**src/rtl/matrix_result_buffer_if.sv**
```systemverilog
// Purpose: bundles the result-capture and drain handshake signals of matrix_result_buffer.
// Latency: none; this is a wiring bundle only.
// Backpressure: o_rdy from the consumer; overruns on res_vld are reported on ovf, never stalled.
//
// Ports (signals):
//   res/res_vld             element strobe from the 2x2 multiplier (C00, C01, C10, C11 order)
//   o_data/o_idx/o_vld      element being drained, its index, and its valid flag
//   o_rdy                   consumer accept
//   o_last                  high with the C11 element
//   mat_done/busy/ovf       completion pulse, occupancy, sticky overrun flag
//   o_trace                 only when RESULT_TRACE_EN is defined: C00 + C11 of the presented bank
// Modports: master = the buffer itself, slave = the producer/consumer environment.

interface matrix_result_buffer_if #(
   parameter int W = 9
);
   logic [W-1:0] res;
   logic         res_vld;
   logic [W-1:0] o_data;
   logic [1:0]   o_idx;
   logic         o_vld;
   logic         o_rdy;
   logic         o_last;
   logic         mat_done;
   logic         busy;
   logic         ovf;
`ifdef RESULT_TRACE_EN
   logic [W:0]   o_trace;

   modport master (
      input  res, res_vld, o_rdy,
      output o_data, o_idx, o_vld, o_last, mat_done, busy, ovf, o_trace
   );
   modport slave (
      output res, res_vld, o_rdy,
      input  o_data, o_idx, o_vld, o_last, mat_done, busy, ovf, o_trace
   );
`else
   modport master (
      input  res, res_vld, o_rdy,
      output o_data, o_idx, o_vld, o_last, mat_done, busy, ovf
   );
   modport slave (
      output res, res_vld, o_rdy,
      input  o_data, o_idx, o_vld, o_last, mat_done, busy, ovf
   );
`endif
endinterface

```
**src/rtl/matrix_result_buffer.sv**
```systemverilog
// Purpose: ping-pong 2x4 result buffer behind the 2x2 matrix multiplier.
// Latency: o_vld and mat_done rise the cycle after the 4th element of a matrix is captured.
// Backpressure: o_rdy holds the presented element; a res_vld that finds no free bank is dropped and sets ovf.
//
// Ports:
//   clk  - system clock, rising edge
//   mr   - master reset, asynchronous, active-low; clears all state including bank contents
//   bus  - matrix_result_buffer_if.master (capture strobe, drain handshake, status flags)
// Optional feature macro: RESULT_TRACE_EN adds bus.o_trace = bank[rb][0] + bank[rb][3] while o_vld.

module matrix_result_buffer #(
   parameter int W = 9
) (
   input  logic                   clk,
   input  logic                   mr,
   matrix_result_buffer_if.master bus
);

   // Writer: FILL while the bank under wb has room, STALL while both banks await draining.
   typedef enum logic {
      WR_FILL  = 1'b0,
      WR_STALL = 1'b1
   } wr_state_e;

   // Reader: DRAIN while the bank under rb holds a complete matrix.
   typedef enum logic {
      RD_IDLE  = 1'b0,
      RD_DRAIN = 1'b1
   } rd_state_e;

   logic [W-1:0] bank_q [2][4];
   logic [W-1:0] bank_d [2][4];

   logic         wb_q, wb_d;
   logic [1:0]   wc_q, wc_d;
   logic         rb_q, rb_d;
   logic [1:0]   rc_q, rc_d;
   logic [1:0]   full_q, full_d;
   logic         ovf_q, ovf_d;
   logic         mat_done_q, mat_done_d;
   wr_state_e    wr_state_q, wr_state_d;
   rd_state_e    rd_state_q, rd_state_d;

   logic         rd_hs;
   logic         rd_done;
   logic         wr_bypass;
   logic         wr_accept;

   // ------------------------------------------------------------------
   // Next-state logic for both FSMs and the shared full flags
   // ------------------------------------------------------------------
   always_comb begin
      bank_d     = bank_q;
      wb_d       = wb_q;
      wc_d       = wc_q;
      rb_d       = rb_q;
      rc_d       = rc_q;
      full_d     = full_q;
      ovf_d      = ovf_q;
      mat_done_d = 1'b0;

      rd_hs     = (rd_state_q == RD_DRAIN) && bus.o_rdy;
      rd_done   = rd_hs && (rc_q == 2'd3);
      // A full write bank can still take the sample if its last element leaves
      // this very cycle; wc is necessarily 0 then, so the refill starts at C00.
      wr_bypass = rd_done && (rb_q == wb_q);
      wr_accept = bus.res_vld && ((wr_state_q == WR_FILL) || wr_bypass);

      // Reader side
      if (rd_hs) begin
         rc_d = rc_q + 2'd1;
         if (rc_q == 2'd3) begin
            full_d[rb_q] = 1'b0;
            rb_d         = ~rb_q;
         end
      end

      // Writer side; applied after the reader so a same-bank clear/set
      // resolves to "set", and a bypass refill leaves the flag cleared.
      if (wr_accept) begin
         bank_d[wb_q][wc_q] = bus.res;
         wc_d               = wc_q + 2'd1;
         if (wc_q == 2'd3) begin
            full_d[wb_q] = 1'b1;
            wb_d         = ~wb_q;
            mat_done_d   = 1'b1;
         end
      end else if (bus.res_vld) begin
         ovf_d = 1'b1;
      end

      // States track the flag of the bank each pointer will address next cycle.
      wr_state_d = full_d[wb_d] ? WR_STALL : WR_FILL;
      rd_state_d = full_d[rb_d] ? RD_DRAIN : RD_IDLE;
   end

   // ------------------------------------------------------------------
   // State registers
   // ------------------------------------------------------------------
   always_ff @(posedge clk or negedge mr) begin
      if (!mr) begin
         for (int b = 0; b < 2; b++) begin
            for (int e = 0; e < 4; e++) begin
               bank_q[b][e] <= '0;
            end
         end
         wb_q       <= 1'b0;
         wc_q       <= 2'd0;
         rb_q       <= 1'b0;
         rc_q       <= 2'd0;
         full_q     <= 2'b00;
         ovf_q      <= 1'b0;
         mat_done_q <= 1'b0;
         wr_state_q <= WR_FILL;
         rd_state_q <= RD_IDLE;
      end else begin
         bank_q     <= bank_d;
         wb_q       <= wb_d;
         wc_q       <= wc_d;
         rb_q       <= rb_d;
         rc_q       <= rc_d;
         full_q     <= full_d;
         ovf_q      <= ovf_d;
         mat_done_q <= mat_done_d;
         wr_state_q <= wr_state_d;
         rd_state_q <= rd_state_d;
      end
   end

   // ------------------------------------------------------------------
   // Outputs: all straight from registers, so they hold under o_rdy low
   // ------------------------------------------------------------------
   assign bus.o_vld    = (rd_state_q == RD_DRAIN);
   assign bus.o_data   = bank_q[rb_q][rc_q];
   assign bus.o_idx    = rc_q;
   assign bus.o_last   = (rd_state_q == RD_DRAIN) && (rc_q == 2'd3);
   assign bus.mat_done = mat_done_q;
   assign bus.busy     = full_q[0] | full_q[1] | (wc_q != 2'd0);
   assign bus.ovf      = ovf_q;

`ifdef RESULT_TRACE_EN
   assign bus.o_trace = (rd_state_q == RD_DRAIN)
                      ? ({1'b0, bank_q[rb_q][0]} + {1'b0, bank_q[rb_q][3]})
                      : '0;
`endif

endmodule

```
**src/flat_wrapper.sv**
```systemverilog
// flat-port wrapper written by rule: the top's interface ports become plain ports
module matrix_result_buffer_flat 
#(
   parameter int W = 9
)
  (clk, mr, bus_res, bus_res_vld, bus_o_rdy, bus_o_data, bus_o_idx, bus_o_vld, bus_o_last, bus_mat_done, bus_busy, bus_ovf);
  matrix_result_buffer_if #(.W(W)) bus_i ();
  input  logic clk;
  input  logic mr;
  input wire logic [$bits(bus_i.res)-1:0] bus_res;
  input wire logic [$bits(bus_i.res_vld)-1:0] bus_res_vld;
  input wire logic [$bits(bus_i.o_rdy)-1:0] bus_o_rdy;
  output wire logic [$bits(bus_i.o_data)-1:0] bus_o_data;
  output wire logic [$bits(bus_i.o_idx)-1:0] bus_o_idx;
  output wire logic [$bits(bus_i.o_vld)-1:0] bus_o_vld;
  output wire logic [$bits(bus_i.o_last)-1:0] bus_o_last;
  output wire logic [$bits(bus_i.mat_done)-1:0] bus_mat_done;
  output wire logic [$bits(bus_i.busy)-1:0] bus_busy;
  output wire logic [$bits(bus_i.ovf)-1:0] bus_ovf;
  assign bus_i.res = bus_res;
  assign bus_i.res_vld = bus_res_vld;
  assign bus_i.o_rdy = bus_o_rdy;
  assign bus_o_data = bus_i.o_data;
  assign bus_o_idx = bus_i.o_idx;
  assign bus_o_vld = bus_i.o_vld;
  assign bus_o_last = bus_i.o_last;
  assign bus_mat_done = bus_i.mat_done;
  assign bus_busy = bus_i.busy;
  assign bus_ovf = bus_i.ovf;
  matrix_result_buffer #(.W(W)) u_core (.clk(clk), .mr(mr), .bus(bus_i));
endmodule
```
**config.mk**
```make
export PLATFORM = sky130hd
export DESIGN_NAME = matrix_result_buffer_flat
export DESIGN_NICKNAME = d
export VERILOG_FILES = /design/src/rtl/matrix_result_buffer_if.sv /design/src/rtl/matrix_result_buffer.sv /design/src/flat_wrapper.sv
export SDC_FILE = /design/constraint.sdc
export NUM_CORES = 1
export LEC_CHECK = 0
export ABC_AREA = 1
export BUFFER_PORTS_ARGS = -buffer_cell sky130_fd_sc_hd__buf_2
export CAP_MARGIN = 20
export CELL_PAD_IN_SITES_DETAIL_PLACEMENT = 1
export CELL_PAD_IN_SITES_GLOBAL_PLACEMENT = 1
export CORE_MARGIN = 4
export CORE_UTILIZATION = 49
export CTS_CLUSTER_SIZE = 20
export DETAILED_ROUTE_END_ITERATION = 10
export MAX_ROUTING_LAYER = met4
export PLACE_DENSITY = 0.88
export SETUP_SLACK_MARGIN = 0.5
export SKIP_CTS_REPAIR_TIMING = 1
export SYNTH_ARGS = -nofsm -noshare
export SYNTH_HDL_FRONTEND = slang
export SYNTH_SLANG_ARGS = --single-unit
```
**constraint.sdc**
```tcl
create_clock -name clk -period 4.5 [get_ports clk]
set_input_delay 0.9 -clock clk [delete_from_list [all_inputs] [get_ports clk]]
set_output_delay 0.9 -clock clk [all_outputs]
set_load 0.02 [all_outputs]
```
After elaboration in Yosys (flattened, before gate mapping)
Index checks and enable logic that the tools add are counted.
{"block": "word_totals", "output_inout_bits": 16, "register_bits": 84, "input_bits": 13, "elab_cells": 90}
{"block": "op_classes", "n_reduce_logical": 12, "eq_ne": 3, "addsub": 2, "n_mux": 31, "order_cmp": 12, "n_bitwise": 13}
{"cell": "36-bit two-way mux", "n": 4}
{"cell": "72-bit bitwise mux", "n": 1}
{"cell": "36-bit demux with 1-bit select", "n": 1}
{"cell": "9-bit two-way mux", "n": 3}
{"cell": "9-bit binary-select mux with 2-bit select", "n": 1}
{"cell": "9-bit demux with 2-bit select", "n": 1}
{"cell": "1-bit two-way mux", "n": 14}
{"cell": "1-bit logical AND", "n": 9}
{"cell": "1-bit by 2-bit < comparator with 1-bit output (second input constant)", "n": 4}
{"cell": "2-bit two-way mux", "n": 4}
{"cell": "3-bit greater-or-equal comparator (second input constant)", "n": 2}
{"cell": "2-bit NOT with 3-bit output", "n": 2}
{"cell": "2-bit by 1-bit adder with 2-bit output (second input constant)", "n": 2}
{"cell": "2-bit equality test (second input constant)", "n": 2}
{"cell": "2-bit greater-or-equal comparator (second input constant)", "n": 2}
{"cell": "1-bit NOT", "n": 4}
{"cell": "1-bit NOT with 2-bit output", "n": 2}
{"cell": "3-bit by 1-bit < comparator with 1-bit output (second input constant)", "n": 1}
{"cell": "2-bit AND", "n": 1}
{"cell": "1-bit demux with 1-bit select", "n": 2}
{"cell": "1-bit greater-or-equal comparator (second input constant)", "n": 2}
{"cell": "2-bit by 1-bit < comparator with 1-bit output (second input constant)", "n": 1}
{"cell": "2-bit NOT", "n": 1}
{"cell": "1-bit OR", "n": 2}
{"cell": "other kinds (5)", "n": 5}

Logic depth before layout (Yosys ltp)
{"block": "logic_depth", "depth_word": 14, "ltp_mapped": 13, "depth_no_buf": 10}

Worst setup path after synthesis
Ideal clock, no wire load.
{"block": "synth_path", "path_kind": "reg-to-output", "startpoint": "reg u_core.rc_q[0] (netlist: u_core.bus.o_idx[0])", "endpoint": "out bus_o_data[7]", "arrival_time_ns": 1.396, "path_slack_ns": 2.204, "path_buffers": 1, "path_stages_with_launch": 7, "required_time_ns": 3.600, "path_cell_list": "dfrtp_1 > buf_2 > clkinv_1 > a21oi_1 > o21ai_0 > nand3_1 > o21a_1"}
{"block": "synth_via", "elab_chain_len": 4}
{"element": "start, declared", "line": "matrix_result_buffer.sv:37", "rtl": "logic [1:0] rc_q, rc_d;"}
{"element": "start signal, assigned", "line": "matrix_result_buffer.sv:121", "rtl": "rc_q <= rc_d;"}
{"element": "2-bit NOT with 3-bit output (not written as such)", "line": "matrix_result_buffer.sv:134", "rtl": "assign bus.o_data = bank_q[rb_q][rc_q];"}
{"element": "9-bit binary-select mux with 2-bit select", "line": "matrix_result_buffer.sv:134"}
{"element": "9-bit two-way mux (not written as such) (2 in series)", "line": "matrix_result_buffer.sv:134"}
{"element": "end, declared", "line": "flat_wrapper.sv:13", "rtl": "output wire logic [$bits(bus_i.o_data)-1:0] bus_o_data;"}
No other way between the ends. The select of a mux whose other input is x is not followed.

Final worst setup path
{"block": "layout_path", "startpoint": "reg u_core.rb_q", "endpoint": "out bus_o_data[1]"}
{"block": "layout_via", "elab_chain_len": 7}
{"element": "start, declared", "line": "matrix_result_buffer.sv:36", "rtl": "logic rb_q, rb_d;"}
{"element": "start signal, assigned", "line": "matrix_result_buffer.sv:120", "rtl": "rb_q <= rb_d;"}
{"element": "1-bit NOT with 2-bit output (not written as such)", "line": "matrix_result_buffer.sv:134"}
{"element": "36-bit two-way mux (not written as such) (3 in series)", "line": "matrix_result_buffer.sv:134"}
{"element": "9-bit binary-select mux with 2-bit select", "line": "matrix_result_buffer.sv:134"}
{"element": "9-bit two-way mux (not written as such) (2 in series)", "line": "matrix_result_buffer.sv:134"}
No other way between the ends. The select of a mux whose other input is x is not followed.

==> results.yml <==
outcome:
  status: "finished clean"
floorplan:
  die_h_um: 99.89
  pin_count: 29
  start_util_pct: 50.36
  core_area_mm2: 0.008217
  die_x_um: 99.89
  die_area_mm2: 0.009978
  num_rows: 33
power:
  swShare_pct: 45.28
  power_density_mw_per_mm2: 767.3
  intPower_mw: 1.882
  peakVddDrop_mv: 0.4523
  seqPwrFrac_pct: 38.4
  power_switching_mw: 1.557
  p_leak_nw: 2.215
  p_clk_share_pct: 16.2
  pwr-share-comb_pct: 45.4
timing:
  slew_headroom_pct: 37.56
  fmax_mhz: 288.4
  hold_viol: 0
  slew_violations: 0
  timing.hold.ws_ns: 0.4762
  setup_tns_ns: 0
  rsz0062_at_grt: "false"
  fin_crit_sh_pct: 77.05
  skew_ns: 0.006765
  layout_min_cycle_time_ns: 3.467
  finalSetupViolCount: 0
  worstMarginPinSlew_ns: 0.9356
detailed_routing:
  viasPerCell: 5.757
  wl_per_cell_um: 19.08
  drc: 0
  first_iter_violations: 180
  vias: 3621
  drtPass1Iterations: 4
  drtAntennaViolNets: 0
  routed_wl_um: 12000
cells_and_area:
  area_growth_pct: 8.346
  multiInputGateArea_mm2: 0.001705
  regArea_mm2: 0.002102
  drive_gt1_share_pct: 11.45
  antenna_cells: 0
  fill_cells: 1037
  final_nets: 539
  fin_cells: 629
min_path:
  hold_depth: 2
  min_path_type: "reg -> reg"
run:
  cap_violations: 0
worst_setup_path:
  cp-end-kind: "output pin"
  worstPathRequired_ns: 3.60
  path_cells: "buf_4, inv_1, a21oi_1, o21ai_0, nand3_1, o21a_1, buf_2"
  cp-start-kind: "flip-flop"
  path_class: "reg -> out"
  crit_path_max_fanout: 49
  cpMaxStageDelayCell: "inv_1"
  cp.arrival_ns: 2.57
  cpPeakStageDelay_ns: 0.55
  worstRegToRegCells: 11
placed_design:
  hpwl_um: 7815
  finalWeightedCongestion: 0.8362
  io_buffers: 28
  numPlacedInstances: 612
clock_tree:
  cts_tree: "built"
  cts_buffer_depth: 2
  clock_latency_ns: 0.35
  cts-buffers-inserted: 9
  cts.clk_slew.worst_paths_ns: 0.08
  cts.sinks: 84
  htree_levels: 3
  root_buffer: "clkbuf_8"
synth:
  syn_avg_cell_area_um2: 8.081
  ys_ff_latch: 84
  syn_nets: 532
  yosysTopAreaCell: "dfrtp_1"
  syn_inst: 512
  syn_area_mm2: 0.004138
  synth_area_leaders: "dfrtp_1 51%, nand2_1 14%, o21ai_0 11%"
  ys_seq_area_share_pct: 50.80
  ys_warn_count: 0
  yosys.area.top_type_share_pct: 50.80
  synth_cell_type_count: 26
grt:
  grtUsageTotal_pct: 26.85
  antenna_found_initial: 0
  grt_pass1_wl_um: 20090
  grt_overflow_total: 0
  grt_max_degree: 85
  grt_pass1_vias: 3849
power by group through the flow:
stage / sequential, mW / combinational, mW / clock [mW]
floorplan: 1.24 / 1.14 / 0
global placement: 1.31 / 1.46 / 0
detailed placement: 1.33 / 1.53 / 0
CTS: 1.32 / 1.56 / 0.565
global route: 1.36 / 1.76 / 0.606
finish: 1.32 / 1.56 / 0.556
through the flow:
| step | util (%) | total power [mW] | area, µm² | setup WS (ns) |
|---|---|---|---|---|
| 3_3_place_gp | 51.76 | 2.770 | 4253 | 1.449 |
| 2_1_floorplan | - | 2.382 | 4138 | 2.204 |
| 3_5_place_dp | 51.76 | 2.862 | 4253 | 1.317 |
| 6_report | 54.56 | 3.440 | 4483 | 1.033 |
| 5_1_grt | 54.56 | 3.724 | 4483 | 0.8813 |
| 4_1_cts | 54.23 | 3.447 | 4456 | 1.070 |
cells in the mapped netlist:
cell type	number
buf_4	3
mux2_2	1
xor2_1	2
o21ai_1	2
inv_4	1
nand3b_1	1
buf_6	3
o21a_1	9
nand2_1	149
o21ai_0	92
nor2_4	3
clkbuf_1	20
nand2_2	1
o21bai_1	1
nor2_2	4
nand3_1	37
nand2_4	4
inv_1	38
buf_2	6
ha_1	7
dfrtp_1	84
clkbuf_2	1
nor2_1	11
buf_1	2
clkinv_1	2
a21oi_1	28
final cells by class:
class | count | share of cell area (%)
Clock buffer | 12 | 3.461
Clock inverter | 4 | 1.061
Inverter | 41 | 3.489
Multi-Input combinational cell | 352 | 38.04
Sequential cell | 84 | 46.89
Tap cell | 105 | 2.931
Timing Repair Buffer | 31 | 4.131
placed cells by master (no fill, tap or decap):
master / count
nor2_4: 3
nand2_1: 149
inv_1: 38
clkinv_2: 2
buf_16: 1
nor2_2: 4
o21ai_1: 2
xor2_1: 2
ha_1: 7
mux2_2: 1
nand3b_1: 1
dfrtp_1: 84
inv_4: 1
o21bai_1: 1
nor2_1: 11
o21ai_0: 92
o21a_1: 9
buf_4: 3
bufinv_16: 1
clkinvlp_4: 1
clkinv_1: 2
nand3_1: 37
buf_2: 27
a21oi_1: 28
nand2_4: 4
clkbuf_8: 11
nand2_2: 1
clkbuf_1: 1
cell families (layout without fill, tap and decap cells):
logic type | after synthesis | in the layout | share of synthesized area, %
simple gates | 210 | 210 | 21.83
flops | 84 | 84 | 50.80
buf+inv | 76 | 88 | 7.983
xor+xnor | 2 | 2 | 0.4234
fa+ha+maj | 7 | 7 | 2.117
compound gates | 132 | 132 | 16.57
mux | 1 | 1 | 0.2721
worst paths after layout:
kind | to | slack (ns) | startpoint
hold / removal | u_core.bank_q[49]$_DFFE_PN0P_ | 0.48 | u_core.bank_q[49]$_DFFE_PN0P_
setup reg to reg | u_core.bank_q[64]$_DFFE_PN0P_ | 1.21 | u_core.rb_q$_DFF_PN0_
max in group asynchronous | u_core.bank_q[25]$_DFFE_PN0P_ | 3.37 | mr
setup / recovery | bus_o_data[1] | 1.03 | u_core.rb_q$_DFF_PN0_
hold reg to reg | u_core.bank_q[49]$_DFFE_PN0P_ | 0.48 | u_core.bank_q[49]$_DFFE_PN0P_
min in group asynchronous | u_core.bank_q[9]$_DFFE_PN0P_ | 0.52 | mr
state kept, by name, indices dropped and copies added (netlist names):
name	count
u_core.wr_state_q	1
u_core.bank_q	72
u_core.full_q	2
u_core.rb_q	1
u_core.bus.mat_done	1
u_core.wc_q	2
u_core.bus.o_vld	1
u_core.bus.o_idx	2
u_core.bus.ovf	1
u_core.wb_q	1
critical path, delay by kind of cell, from the launching register on:
kind	cells	cell delay (ns)
buffers and inverters	3	1.13
AND/OR/NAND/NOR	1	0.13
AO/OA/AOI/OAI	3	0.62
flip-flops	1	0.33
metal layers:
layer	vias to the layer above	share of wire, %	track usage (%)
li1	1665	-	-
met1	1835	42	33.50
met2	98	51	43.61
met3	23	4.4	4.309
met4	0	2.7	11.13
met5	-	0	-
(Power assumes the default switching activity.)
